===== config.mk =====
export PLATFORM = sky130hd
export DESIGN_NAME = pipelined_instruction_decoder
export DESIGN_NICKNAME = d
export VERILOG_FILES = /design/src/rtl/pipelined_instruction_decoder.sv
export SDC_FILE = /design/constraint.sdc
export NUM_CORES = 1
export LEC_CHECK = 0
export BUFFER_PORTS_ARGS = -buffer_cell sky130_fd_sc_hd__buf_2
export CAP_MARGIN = 10
export CORE_ASPECT_RATIO = 2
export CORE_MARGIN = 5
export CORE_UTILIZATION = 51
export CTS_BUF_LIST = sky130_fd_sc_hd__clkbuf_16
export CTS_CLUSTER_SIZE = 16
export DETAILED_ROUTE_END_ITERATION = 16
export PLACE_DENSITY_LB_ADDON = 0.3
export RECOVER_POWER = 25
export SKIP_LAST_GASP = 1
export SYNTH_ARGS = -nofsm -noshare
export SYNTH_HDL_FRONTEND = slang
export SYNTH_SLANG_ARGS = --single-unit

===== constraint.sdc =====
create_clock -name clk -period 3.4 [get_ports clk]
set_clock_uncertainty 0.2 [all_clocks]
set_input_delay 0.34 -clock clk [delete_from_list [all_inputs] [get_ports clk]]
set_output_delay 0.34 -clock clk [all_outputs]
set_load 0.005 [all_outputs]

===== src/rtl/pipelined_instruction_decoder.sv =====
// LEGv8 decode stage: registers control word, register fields, PC and extended immediate.
// Latency: 1 cycle from the accept edge to out_valid.
// Backpressure: in_ready = !out_valid || out_ready; a stalled bundle holds bit-stable.
//
// Ports:
//   clk, reset (sync, active-high), flush (kills held output and this cycle's accept)
//   in_valid/in_ready/instruction/in_pc    : fetch side handshake
//   out_valid/out_ready/out_pc + controls  : register-read side handshake and bundle
//   illegal / illegal_cnt                  : illegal-encoding flag and saturating count
module pipelined_instruction_decoder #(
    parameter int IMM_W  = 64,
    parameter int ADDR_W = 64,
    parameter int CNT_W  = 16
) (
    input  logic              clk,
    input  logic              reset,
    input  logic              flush,
    input  logic              in_valid,
    output logic              in_ready,
    input  logic [31:0]       instruction,
    input  logic [ADDR_W-1:0] in_pc,
    output logic              out_valid,
    input  logic              out_ready,
    output logic [ADDR_W-1:0] out_pc,
    output logic              Reg2Loc,
    output logic              ALUSrc,
    output logic              MemtoReg,
    output logic              RegWrite,
    output logic              MemWrite,
    output logic              SetFlags,
    output logic              UnCondBr,
    output logic              CondBr,
    output logic              CbzBr,
    output logic              BrReg,
    output logic              Link,
    output logic [2:0]        ALUop,
    output logic [4:0]        Rn,
    output logic [4:0]        Rm,
    output logic [4:0]        Rd,
    output logic [3:0]        cond,
    output logic [5:0]        shamt,
    output logic [IMM_W-1:0]  imm,
    output logic              illegal,
    output logic [CNT_W-1:0]  illegal_cnt
);

    // The widest immediate is the 26-bit branch offset shifted left by two.
    if (IMM_W < 28) begin : g_imm_w_check
        $error("pipelined_instruction_decoder: IMM_W must be >= 28");
    end

    typedef struct packed {
        logic [ADDR_W-1:0] pc;
        logic              reg2loc;
        logic              alu_src;
        logic              mem_to_reg;
        logic              reg_write;
        logic              mem_write;
        logic              set_flags;
        logic              uncond_br;
        logic              cond_br;
        logic              cbz_br;
        logic              br_reg;
        logic              link;
        logic [2:0]        alu_op;
        logic [4:0]        rn;
        logic [4:0]        rm;
        logic [4:0]        rd;
        logic [3:0]        cond;
        logic [5:0]        shamt;
        logic [IMM_W-1:0]  imm;
        logic              illegal;
    } bundle_t;

    localparam logic [2:0] ALU_PASS_B = 3'b000;
    localparam logic [2:0] ALU_ADD    = 3'b010;
    localparam logic [2:0] ALU_SUB    = 3'b011;

    bundle_t            bundle_q, bundle_d, dec_bundle;
    logic               out_valid_q, out_valid_d;
    logic [CNT_W-1:0]   illegal_cnt_q, illegal_cnt_d;
    logic               accept;

    assign in_ready = !out_valid_q || out_ready;
    assign accept   = in_valid && in_ready && !flush;

    // Combinational decode of the incoming word; first match wins.
    always_comb begin
        dec_bundle         = '0;
        dec_bundle.pc      = in_pc;
        dec_bundle.rd      = instruction[4:0];
        dec_bundle.rn      = instruction[9:5];
        dec_bundle.rm      = instruction[20:16];
        dec_bundle.reg2loc = 1'b1;

        if (instruction[31:22] == 10'b1001000100) begin          // ADDI
            dec_bundle.alu_src   = 1'b1;
            dec_bundle.reg_write = 1'b1;
            dec_bundle.alu_op    = ALU_ADD;
            dec_bundle.imm       = IMM_W'(instruction[21:10]);
        end else if (instruction[31:21] == 11'b10101011000) begin // ADDS
            dec_bundle.reg_write = 1'b1;
            dec_bundle.set_flags = 1'b1;
            dec_bundle.alu_op    = ALU_ADD;
            dec_bundle.shamt     = instruction[15:10];
        end else if (instruction[31:21] == 11'b11101011000) begin // SUBS
            dec_bundle.reg_write = 1'b1;
            dec_bundle.set_flags = 1'b1;
            dec_bundle.alu_op    = ALU_SUB;
            dec_bundle.shamt     = instruction[15:10];
        end else if (instruction[31:21] == 11'b11111000010) begin // LDUR
            dec_bundle.alu_src    = 1'b1;
            dec_bundle.mem_to_reg = 1'b1;
            dec_bundle.reg_write  = 1'b1;
            dec_bundle.alu_op     = ALU_ADD;
            dec_bundle.imm        = IMM_W'($signed(instruction[20:12]));
        end else if (instruction[31:21] == 11'b11111000000) begin // STUR
            dec_bundle.reg2loc   = 1'b0;
            dec_bundle.alu_src   = 1'b1;
            dec_bundle.mem_write = 1'b1;
            dec_bundle.alu_op    = ALU_ADD;
            dec_bundle.imm       = IMM_W'($signed(instruction[20:12]));
        end else if (instruction[31:26] == 6'b000101) begin       // B
            dec_bundle.uncond_br = 1'b1;
            dec_bundle.imm       = IMM_W'($signed({instruction[25:0], 2'b00}));
        end else if (instruction[31:26] == 6'b100101) begin       // BL
            dec_bundle.uncond_br = 1'b1;
            dec_bundle.link      = 1'b1;
            dec_bundle.reg_write = 1'b1;
            dec_bundle.rd        = 5'd30;                         // link register
            dec_bundle.imm       = IMM_W'($signed({instruction[25:0], 2'b00}));
        end else if (instruction[31:24] == 8'b01010100) begin     // B.cond
            dec_bundle.cond_br = 1'b1;
            dec_bundle.cond    = instruction[3:0];
            dec_bundle.imm     = IMM_W'($signed({instruction[23:5], 2'b00}));
            dec_bundle.illegal = instruction[4];                  // reserved bit must be 0
        end else if (instruction[31:24] == 8'b10110100) begin     // CBZ
            dec_bundle.reg2loc = 1'b0;
            dec_bundle.cbz_br  = 1'b1;
            dec_bundle.alu_op  = ALU_PASS_B;
            dec_bundle.imm     = IMM_W'($signed({instruction[23:5], 2'b00}));
        end else if (instruction[31:21] == 11'b11010110000) begin // BR
            dec_bundle.br_reg = 1'b1;
            dec_bundle.alu_op = ALU_PASS_B;
        end else begin
            dec_bundle.illegal = 1'b1;
        end

        // An illegal bundle must never change architectural state or redirect fetch.
        if (dec_bundle.illegal) begin
            dec_bundle.reg_write = 1'b0;
            dec_bundle.mem_write = 1'b0;
            dec_bundle.set_flags = 1'b0;
            dec_bundle.uncond_br = 1'b0;
            dec_bundle.cond_br   = 1'b0;
            dec_bundle.cbz_br    = 1'b0;
            dec_bundle.br_reg    = 1'b0;
            dec_bundle.link      = 1'b0;
        end
    end

    // Next-state: flush beats accept; accept beats drain.
    always_comb begin
        bundle_d      = bundle_q;
        out_valid_d   = out_valid_q;
        illegal_cnt_d = illegal_cnt_q;
        if (flush) begin
            out_valid_d = 1'b0;
        end else if (accept) begin
            bundle_d    = dec_bundle;
            out_valid_d = 1'b1;
            if (dec_bundle.illegal && (illegal_cnt_q != {CNT_W{1'b1}})) begin
                illegal_cnt_d = illegal_cnt_q + CNT_W'(1);
            end
        end else if (out_ready) begin
            out_valid_d = 1'b0;
        end
    end

    always_ff @(posedge clk) begin
        if (reset) begin
            out_valid_q   <= 1'b0;
            bundle_q      <= '0;
            bundle_q.rn   <= 5'd31;
            bundle_q.rm   <= 5'd31;
            bundle_q.rd   <= 5'd31;
            illegal_cnt_q <= '0;
        end else begin
            out_valid_q   <= out_valid_d;
            bundle_q      <= bundle_d;
            illegal_cnt_q <= illegal_cnt_d;
        end
    end

    assign out_valid   = out_valid_q;
    assign out_pc      = bundle_q.pc;
    assign Reg2Loc     = bundle_q.reg2loc;
    assign ALUSrc      = bundle_q.alu_src;
    assign MemtoReg    = bundle_q.mem_to_reg;
    assign RegWrite    = bundle_q.reg_write;
    assign MemWrite    = bundle_q.mem_write;
    assign SetFlags    = bundle_q.set_flags;
    assign UnCondBr    = bundle_q.uncond_br;
    assign CondBr      = bundle_q.cond_br;
    assign CbzBr       = bundle_q.cbz_br;
    assign BrReg       = bundle_q.br_reg;
    assign Link        = bundle_q.link;
    assign ALUop       = bundle_q.alu_op;
    assign Rn          = bundle_q.rn;
    assign Rm          = bundle_q.rm;
    assign Rd          = bundle_q.rd;
    assign cond        = bundle_q.cond;
    assign shamt       = bundle_q.shamt;
    assign imm         = bundle_q.imm;
    assign illegal     = bundle_q.illegal;
    assign illegal_cnt = illegal_cnt_q;

endmodule


==> results.md, run 1 <==
* Root buffer cell: clkbuf_16
* Area of the mapped netlist at 6280 um^2
* Setup violations, final at 0
* Antenna viol nets, final at 0
* Status: complete, no violations
* RD Place Congestion at 0.862
* Detailed Route Iter0 Violations at 557
* Total of max-cap violations at 0
* Clock slew at reported path FFs at 0.06 ns
* Clock Latency Late Sink at 0.41 ns
* TritonCTS clock tree: built
* Post-Route WL at 22,800 um
* Largest net degree at the start of global routing at 127
* Cells after Synth at 789
* Initial DRT Pass Iterations at 9
* Starting Density at 51.8%
* Number of vias per cell at 5.63
* Global Route Usage Sum at 29.9%
* Worst Tran Pin Value at 0.840 ns
* Minimum clock period at 2.60 ns
* Vias in the first global route at 6,790
* Ys flop type: dfxtp_1
* LEAKAGE at 3.83 nW
* Syn. warnings at 0
* Syn_nets at 891
* Layout cells sized above 1 at 25.8%
* CTS H-Tree Depth at 4
* Total Power at 4.17 mW
* Hold/Removal Path Class: primary input to flip-flop
* Register area share after synthesis at 47.1%
* GRT overflow at 0
* Max Fanout on Critical Path at 17
* TritonCTS buffer count at 17
* First-pass GRT wire length at 34,500 um
* Fillcell total at 1,021
* P per Cell Area at 479 nW/um^2
* EDFF count, synth at 0
* Dpl hpwl at 15,100 um
* Num rows at 57
* Endpoints failing hold at 0
* IO Port Bufs at 285
* VDD IR max at 0.377 mV
* CP startpoint kind: primary input
* Asr flop ratio synth at 0%
* Drc violations at 0
* Core Region at 12,100 um^2
* Antenna violations before repair at 2
* Avg Inst Size Synth at 7.97 um^2
* Synth unique cells at 53
* Chip Width at 88.5 um
* Die H at 167 um
* Vias at 6,967
* Seq cells post-synth at 148
* Synthesis-to-finish area growth at 38.5%
* Hold-fix buffers, CTS at 69
* Final slew viol count at 0
* Per-cell routed wire length at 18.4 um
* Placed cell count at 1,135
* Final non-filler cell total at 1,238
* RSZ-0062 raised after global routing: false
* Max Clock Freq at 385 MHz
* Postcts setup bufs at 0
* Hold slack at 0.0130 ns
* Clk sinks at 148
* Die ar. at 14,800 um^2
* Final nets at 1,179
* CP Data Arrival Time at 2.73 ns
* Slew margin rel. at 43.8%
* Tcrit/Tclk final at 76.5%
* Max Root-Sink Buffers at 2
* IO Pins at 287
* Critical path class: primary input to flip-flop
* Setup TNS at 0 ns
* CTS resizes at 0
* CP endpoint kind: flip-flop
* Commonest non-fill, non-tap cells in the layout: 230 x buf_2, 210 x nand2_1, 148 x dfxtp_1
* Commonest non-fill, non-tap cell in the layout: buf_2
* Worst Path Required at 3.54 ns
## power by group
| part | switching, mW | leakage, nW | internal (mW) |
|---|---|---|---|
| clock network | 0.746 | 0.290 | 1.16 |
| registers | 0.0333 | 1.21 | 1.79 |
| logic | 0.246 | 2.33 | 0.185 |
## cell usage after synthesis, types with 4 or more instances
master	count	area, um^2
a221oi_1	12	105
nand3_1	24	120
and3_1	5	31.3
buf_4	38	285
a31oi_1	13	81.3
dfxtp_1	148	2960
nor2b_1	6	37.5
nand4_1	7	43.8
a21oi_1	105	526
or4_1	7	52.6
inv_1	4	15.0
nor2_1	54	203
clkbuf_1	52	195
nand2_1	210	788
o21ai_0	4	20.0
nor3_1	10	50.1
a22oi_1	15	113
o21ai_1	4	20.0
o31ai_1	7	52.6
a222oi_1	6	60.1
a21o_1	8	60.1
## cell families after synthesis
| kind of cell | count (synthesis) | synth area share [%] |
|---|---|---|
| and+or+nand+nor | 349 | 24.4 |
| other | 1 | 0.0597 |
| adders and majority gates | 1 | 0.199 |
| AOI/OAI and AO/OA | 187 | 18.9 |
| muxes | 4 | 0.697 |
| DFF | 148 | 47.1 |
| buffers and inverters | 99 | 8.58 |
## layer usage
metal	GRT usage, %	part of all wire [%]	up-vias
met5	0	0	-
met2	51.6	52	433
met1	30.3	33	3177
met3	7.81	8.9	99
li1	-	-	3258
met4	20.3	6.6	0
## registers in the layout, indices dropped and copies added (netlist names), 2 cells and up
| signal | cells |
|---|---|
| shamt | 6 |
| imm | 28 |
| illegal_cnt | 16 |
| cond | 4 |
| Rd | 5 |
| Rn | 5 |
| ALUop | 2 |
| Rm | 5 |
| out_pc | 64 |
## worst paths after layout
path	from	endpoint	slack, ns	depth (start not counted)
setup reg to reg	illegal_cnt[0]	illegal_cnt[3]	0.83	7
setup / recovery	flush	imm[62]	0.80	7
hold / removal	instruction[10]	shamt[0]	0.01	3
hold reg to reg	BrReg	BrReg	0.25	2
## area by class of cell
| class | instances | area [um^2] | share of cell area (%) |
|---|---|---|---|
| flip-flops and latches | 148 | 2960 | 34.0 |
| multi-input cells | 542 | 2790 | 32.1 |
| repair buffers | 364 | 2140 | 24.6 |
| clock buffers | 17 | 425 | 4.89 |
| well taps | 147 | 184 | 2.11 |
| clock inverters | 14 | 178 | 2.04 |
| inverters | 4 | 15.0 | 0.172 |
| diodes | 2 | 5.00 | 0.0575 |
## stage by stage
stage	worst slack [ns]	area (um^2)	util, %
3_5_place_dp	0.562	7460	61.6
3_3_place_gp	0.617	7460	61.6
2_1_floorplan	1.02	6280	-
6_report	0.800	8700	71.8
5_1_grt	0.596	8700	71.8
4_1_cts	0.816	8760	72.2
## critical path: stages
cell and delay, ns:
dlygate4sd3_1 0.57, buf_2 0.16, nor3b_4 0.35, buf_4 0.29, o211ai_2 0.34, or2_1 0.48, a31oi_1 0.20
Note: power is estimated with default switching activity, not from simulation.
==> inputs of run 2 (changes only) <==
- CORE_UTILIZATION: 51 -> 47
- clock period: 3.4 -> 2.5 ns (I/O delays scaled with it)
==> results.md, run 2 (synthesis results as in run 1) <==
* LEAKAGE at 3.98 nW (+4.1%)
* Total of max-cap violations at 0 (unchanged)
* Setup TNS at 0 ns (unchanged)
* IO Pins at 287 (unchanged)
* Slew margin rel. at 44.9% (+1.1 points)
* Commonest non-fill, non-tap cells in the layout: 223 x buf_2, 210 x nand2_1, 148 x dfxtp_1
* Starting Density at 48.1% (-3.7 points)
* Worst Path Required at 2.60 ns (-0.94 ns)
* Setup WS pre-CTS at -0.0953 ns (-0.657 ns)
* RSZ-0062 raised after global routing: false
* Tcrit/Tclk final at 94.8%
* Final non-filler cell total at 1,282 (+3.6%)
* Worst hold start: reset
* CP Data Arrival Time at 2.47 ns (-0.26 ns)
* Synthesis-to-finish area growth at 44.2%
* CTS H-Tree Depth at 4 (unchanged)
* Worst Tran Pin Value at 0.825 ns (-0.0145 ns)
* Crit path launch: flush
* P per Cell Area at 634 nW/um^2 (+32%)
* Endpoints failing hold at 0 (unchanged)
* Postcts setup bufs at 0 (unchanged)
* Final slew viol count at 0 (unchanged)
* Setup violations, final at 0 (unchanged)
* Die ar. at 15,900 um^2 (+7.8%)
* RD Place Congestion at 0.973 (+13%)
* TritonCTS buffer count at 17 (unchanged)
* Critical path class: primary input to flip-flop
* PnR worst setup slack at 0.129 ns (-0.671 ns)
* First-pass GRT wire length at 35,500 um (+2.8%)
* Commonest non-fill, non-tap cell in the layout: buf_2
* Post-Route WL at 22,900 um (+0.73%)
* Num rows at 59 (+3.5%)
* Launch point of the worst reg-to-reg path: out_valid
* Placed cell count at 1,161 (+2.3%)
* Clk sinks at 148 (unchanged)
* Drc violations at 0 (unchanged)
* GRT overflow at 0 (unchanged)
* Layout cells sized above 1 at 26.1% (+0.33 points)
* Max Clock Freq at 422 MHz
* Dpl hpwl at 15,400 um (+2.5%)
* Global Route Usage Sum at 27.8% (-2.1 points)
* Placed cell area at 7650 um^2 (+2.5%)
* Per-cell routed wire length at 17.9 um (-2.7%)
* Clock slew at reported path FFs at 0.06 ns (about the same)
* CP endpoint kind: flip-flop
* Die H at 174 um (+3.9%)
* Max Fanout on Critical Path at 18 (+1)
* Core Region at 13,100 um^2 (+7.8%)
* Max reg flops at 64 (unchanged)
* TritonCTS clock tree: built
* Antenna viol nets, final at 0 (unchanged)
* Detailed Route Iter0 Violations at 462 (-17%)
* Clock Latency Late Sink at 0.41 ns (about the same)
* IO Port Bufs at 285 (unchanged)
* VDD IR max at 0.501 mV (+33%)
* Max Root-Sink Buffers at 2 (unchanged)
* Antenna violations before repair at 2 (unchanged)
* Chip Width at 91.8 um (+3.7%)
* Final nets at 1,218 (+3.3%)
* Initial DRT Pass Iterations at 6 (-3)
* R2R setup slack at 0.18 ns (-0.65 ns)
* Number of vias per cell at 5.53 (-1.7%)
* CP startpoint kind: primary input
* Hold/Removal Path Class: primary input to flip-flop
* Vias at 7,092 (+1.8%)
* Total Power at 5.74 mW (+38%)
* Largest net degree at the start of global routing at 100 (-21%)
* Root buffer cell: clkbuf_16
* Status: complete, no violations
* Finished Cell Area at 9060 um^2 (+4.1%)
* Fillcell total at 1,085 (+6.3%)
* Vias in the first global route at 6,762 (-0.41%)
* Minimum clock period at 2.37 ns
run 2: layout make-up:
| class | instances | area, um^2 | share of cell area [%] |
|---|---|---|---|
| Sequential cell | 148 | 2960 | 32.7 |
| Multi-Input combinational cell | 542 | 2790 | 30.8 |
| Timing Repair Buffer | 403 | 2500 | 27.5 |
| Clock buffer | 17 | 425 | 4.69 |
| Tap cell | 152 | 190 | 2.10 |
| Clock inverter | 15 | 179 | 1.97 |
| Inverter | 4 | 15.0 | 0.166 |
| Antenna cell | 1 | 2.50 | 0.0276 |
run 2: routing by layer:
layer  vias up  share of wire (%)  global-route usage [%]
li1       3349                  -                       -
met1      3265                 34                    29.2
met2       378                 52                    49.4
met3        98                7.5                    5.60
met4         2                6.8                    18.0
met5         -              0.057                       0
run 2: timing repair:
action / CTS / global route
endpoints found under the setup margin: 0 / 1
endpoints found under the hold margin: 98 / 0
hold buffers: 88 / 0
resized for setup: 0 / 0
run 2: report_power, final:
part	total [mW]	leakage, nW	internal, mW	switching (mW)
logic	0.636	2.48	0.293	0.343
registers	2.48	1.21	2.44	0.0427
clock network	2.63	0.298	1.58	1.05
total	5.74	3.98	4.31	1.43
run 2: final timing paths:
path                     to  cells after the start
min                   CbzBr                      2
max reg2reg  illegal_cnt[9]                      5
max          illegal_cnt[9]                      6
min reg2reg      out_pc[26]                      2
run 2: per-stage QoR:
stage	hold slack (ns)	util, %
CTS	0.0269	69.9
global placement	0.239	58.6
finish	0.0396	69.4
floorplan	0.129	-
global route	0.0473	69.4
detailed placement	0.243	58.6
run 2: worst max-delay path, stage by stage:
cell and delay, ns:
dlygate4sd3_1 0.54, buf_2 0.15, nor3b_4 0.43, o2111ai_4 0.35, nor4_1 0.41, mux2_1 0.35
==> inputs of run 3 (changes only) <==
- CELL_PAD_IN_SITES_DETAIL_PLACEMENT: default -> 2
- CELL_PAD_IN_SITES_GLOBAL_PLACEMENT: default -> 2
- CORE_UTILIZATION: 47 -> 25
- SKIP_CTS_REPAIR_TIMING: default -> 1
==> results.md, run 3 (synthesis results as in run 1) <==
* Status: finished with violations
* Failing checks: hold timing
* Placed cell area at 8070 um^2 (+5.4%)
* Final nets at 1,235 (+1.4%)
* Detailed Route Iter0 Violations at 294 (-36%)
* Clk sinks at 148 (unchanged)
* Max Fanout on Critical Path at 12 (-6)
* Global Route Usage Sum at 19.2% (-8.6 points)
* Tcrit/Tclk final at 90.0% (-4.9 points)
* Dpl hpwl at 20,700 um (+34%)
* Worst path cell trace: ha_1 > nand3_1 > or2_2 > nor2_1 > buf_4 > buf_4 > or4_1 > a21oi_1
* Starting Density at 25.2% (-23 points)
* CTS H-Tree Depth at 4 (unchanged)
* Clock Latency Late Sink at 0.44 ns (+0.03 ns)
* Total Power at 5.89 mW (+2.5%)
* Final non-filler cell total at 1,483 (+16%)
* Chip Width at 122 um (+33%)
* Critical path class: flip-flop to flip-flop
* Commonest non-fill, non-tap cells in the layout: 211 x buf_2, 210 x nand2_1, 148 x dfxtp_1
* VDD IR max at 0.315 mV (-37%)
* Clock slew at reported path FFs at 0.06 ns (about the same)
* CP endpoint kind: flip-flop
* Slew margin rel. at 43.7% (-1.2 points)
* Core Region at 24,900 um^2 (+91%)
* TritonCTS buffer count at 17 (unchanged)
* Placed cell count at 1,363 (+17%)
* Fillcell total at 2,940 (+170%)
* Vias in the first global route at 7,147 (+5.7%)
* Num rows at 82 (+39%)
* CP dominant cell by count: buf_4
* Per-cell routed wire length at 20.9 um (+17%)
* GRT overflow at 0 (unchanged)
* Finished Cell Area at 9450 um^2 (+4.3%)
* CP max stage delay at 0.47 ns (-0.07 ns)
* Number of vias per cell at 4.87 (-12%)
* Hold/Removal Path Class: primary input to flip-flop
* Max Clock Freq at 445 MHz (+5.4%)
* CP Data Arrival Time at 2.42 ns (-0.05 ns)
* Layout cells sized above 1 at 25.9% (-0.28 points)
* Total of max-cap violations at 0 (unchanged)
* CP startpoint kind: flip-flop
* IO Pins at 287 (unchanged)
* Die H at 234 um (+35%)
* Die ar. at 28,600 um^2 (+80%)
* Endpoints failing hold at 1 (+1)
* P per Cell Area at 623 nW/um^2 (-1.7%)
* Root buffer cell: clkbuf_16
* RSZ-0062 raised after global routing: false
* Commonest non-fill, non-tap cell in the layout: buf_2
* Final slew viol count at 0 (unchanged)
* Minimum clock period at 2.25 ns (-0.122 ns)
* Setup violations, final at 0 (unchanged)
* Max Root-Sink Buffers at 2 (unchanged)
* Drc violations at 0 (unchanged)
* First-pass GRT wire length at 41,400 um (+17%)
* Worst Tran Pin Value at 0.843 ns (+0.0172 ns)
* CP max-delay cell: or4_1
* Largest net degree at the start of global routing at 108 (+8.0%)
* Synthesis-to-finish area growth at 50.3%
* LEAKAGE at 4.05 nW (+1.7%)
* Hold slack at -0.0168 ns (-0.0565 ns)
* Max reg flops at 64 (unchanged)
* IO Port Bufs at 285 (unchanged)
* RD Place Congestion at 0.769 (-21%)
* Antenna viol nets, final at 0 (unchanged)
* TritonCTS clock tree: built
* Initial DRT Pass Iterations at 4 (-2)
* Worst Path Required at 2.67 ns (+0.07 ns)
* Antenna violations before repair at 2 (unchanged)
* Post-Route WL at 30,900 um (+35%)
* Vias at 7,219 (+1.8%)
==> run 3: layer usage <==
metal	vias up	share of wire (%)	track usage, %
met3	78	4.1	4.27
li1	3372	-	-
met2	199	57	37.7
met5	-	0	0
met4	0	4.3	8.45
met1	3570	35	18.6
==> run 3: final cells by class <==
| type | instances | area (um^2) | area share [%] |
|---|---|---|---|
| tap | 336 | 420 | 4.45 |
| clock buffer | 17 | 425 | 4.50 |
| antenna | 2 | 5.00 | 0.0530 |
| clock inverter | 14 | 171 | 1.81 |
| timing repair buffer | 420 | 2660 | 28.1 |
| multi-input combinational | 542 | 2790 | 29.6 |
| inverter | 4 | 15.0 | 0.159 |
| sequential | 148 | 2960 | 31.4 |
==> run 3: worst max-delay path: cells and delay by family, from the launching register on <==
family / cells / cell delay (ns)
flip-flops: 1 / 0.37
AO/OA/AOI/OAI: 1 / 0.14
AND/OR/NAND/NOR: 4 / 0.81
buffers and inverters: 2 / 0.35
adder cells (fa/ha/maj): 1 / 0.30
==> run 3: worst paths after layout <==
path                            cells past startpoint  slack (ns)       startpoint         endpoint
worst max-delay path                                8        0.25   illegal_cnt[0]  illegal_cnt[10]
worst min-delay path                                3       -0.02  instruction[18]            Rm[2]
worst max register to register                      8        0.25   illegal_cnt[0]  illegal_cnt[10]
worst min register to register                      2        0.25       out_pc[37]       out_pc[37]
==> run 3: where the power goes <==
group | leakage, nW | switching [mW] | total (mW) | internal [mW]
registers | 1.21 | 0.0467 | 2.49 | 2.44
logic | 2.55 | 0.387 | 0.695 | 0.308
clock network | 0.295 | 1.07 | 2.71 | 1.64
==> run 3: stage by stage <==
step                      util, %  setup WS [ns]  setup TNS (ns)
after CTS                    34.8          0.238               0
after detailed placement     32.4        -0.0660          -0.378
after global routing         37.9         0.0337               0
after floorplan                 -          0.207               0
final                        37.9          0.251               0
after global placement       32.4        -0.0407          -0.148
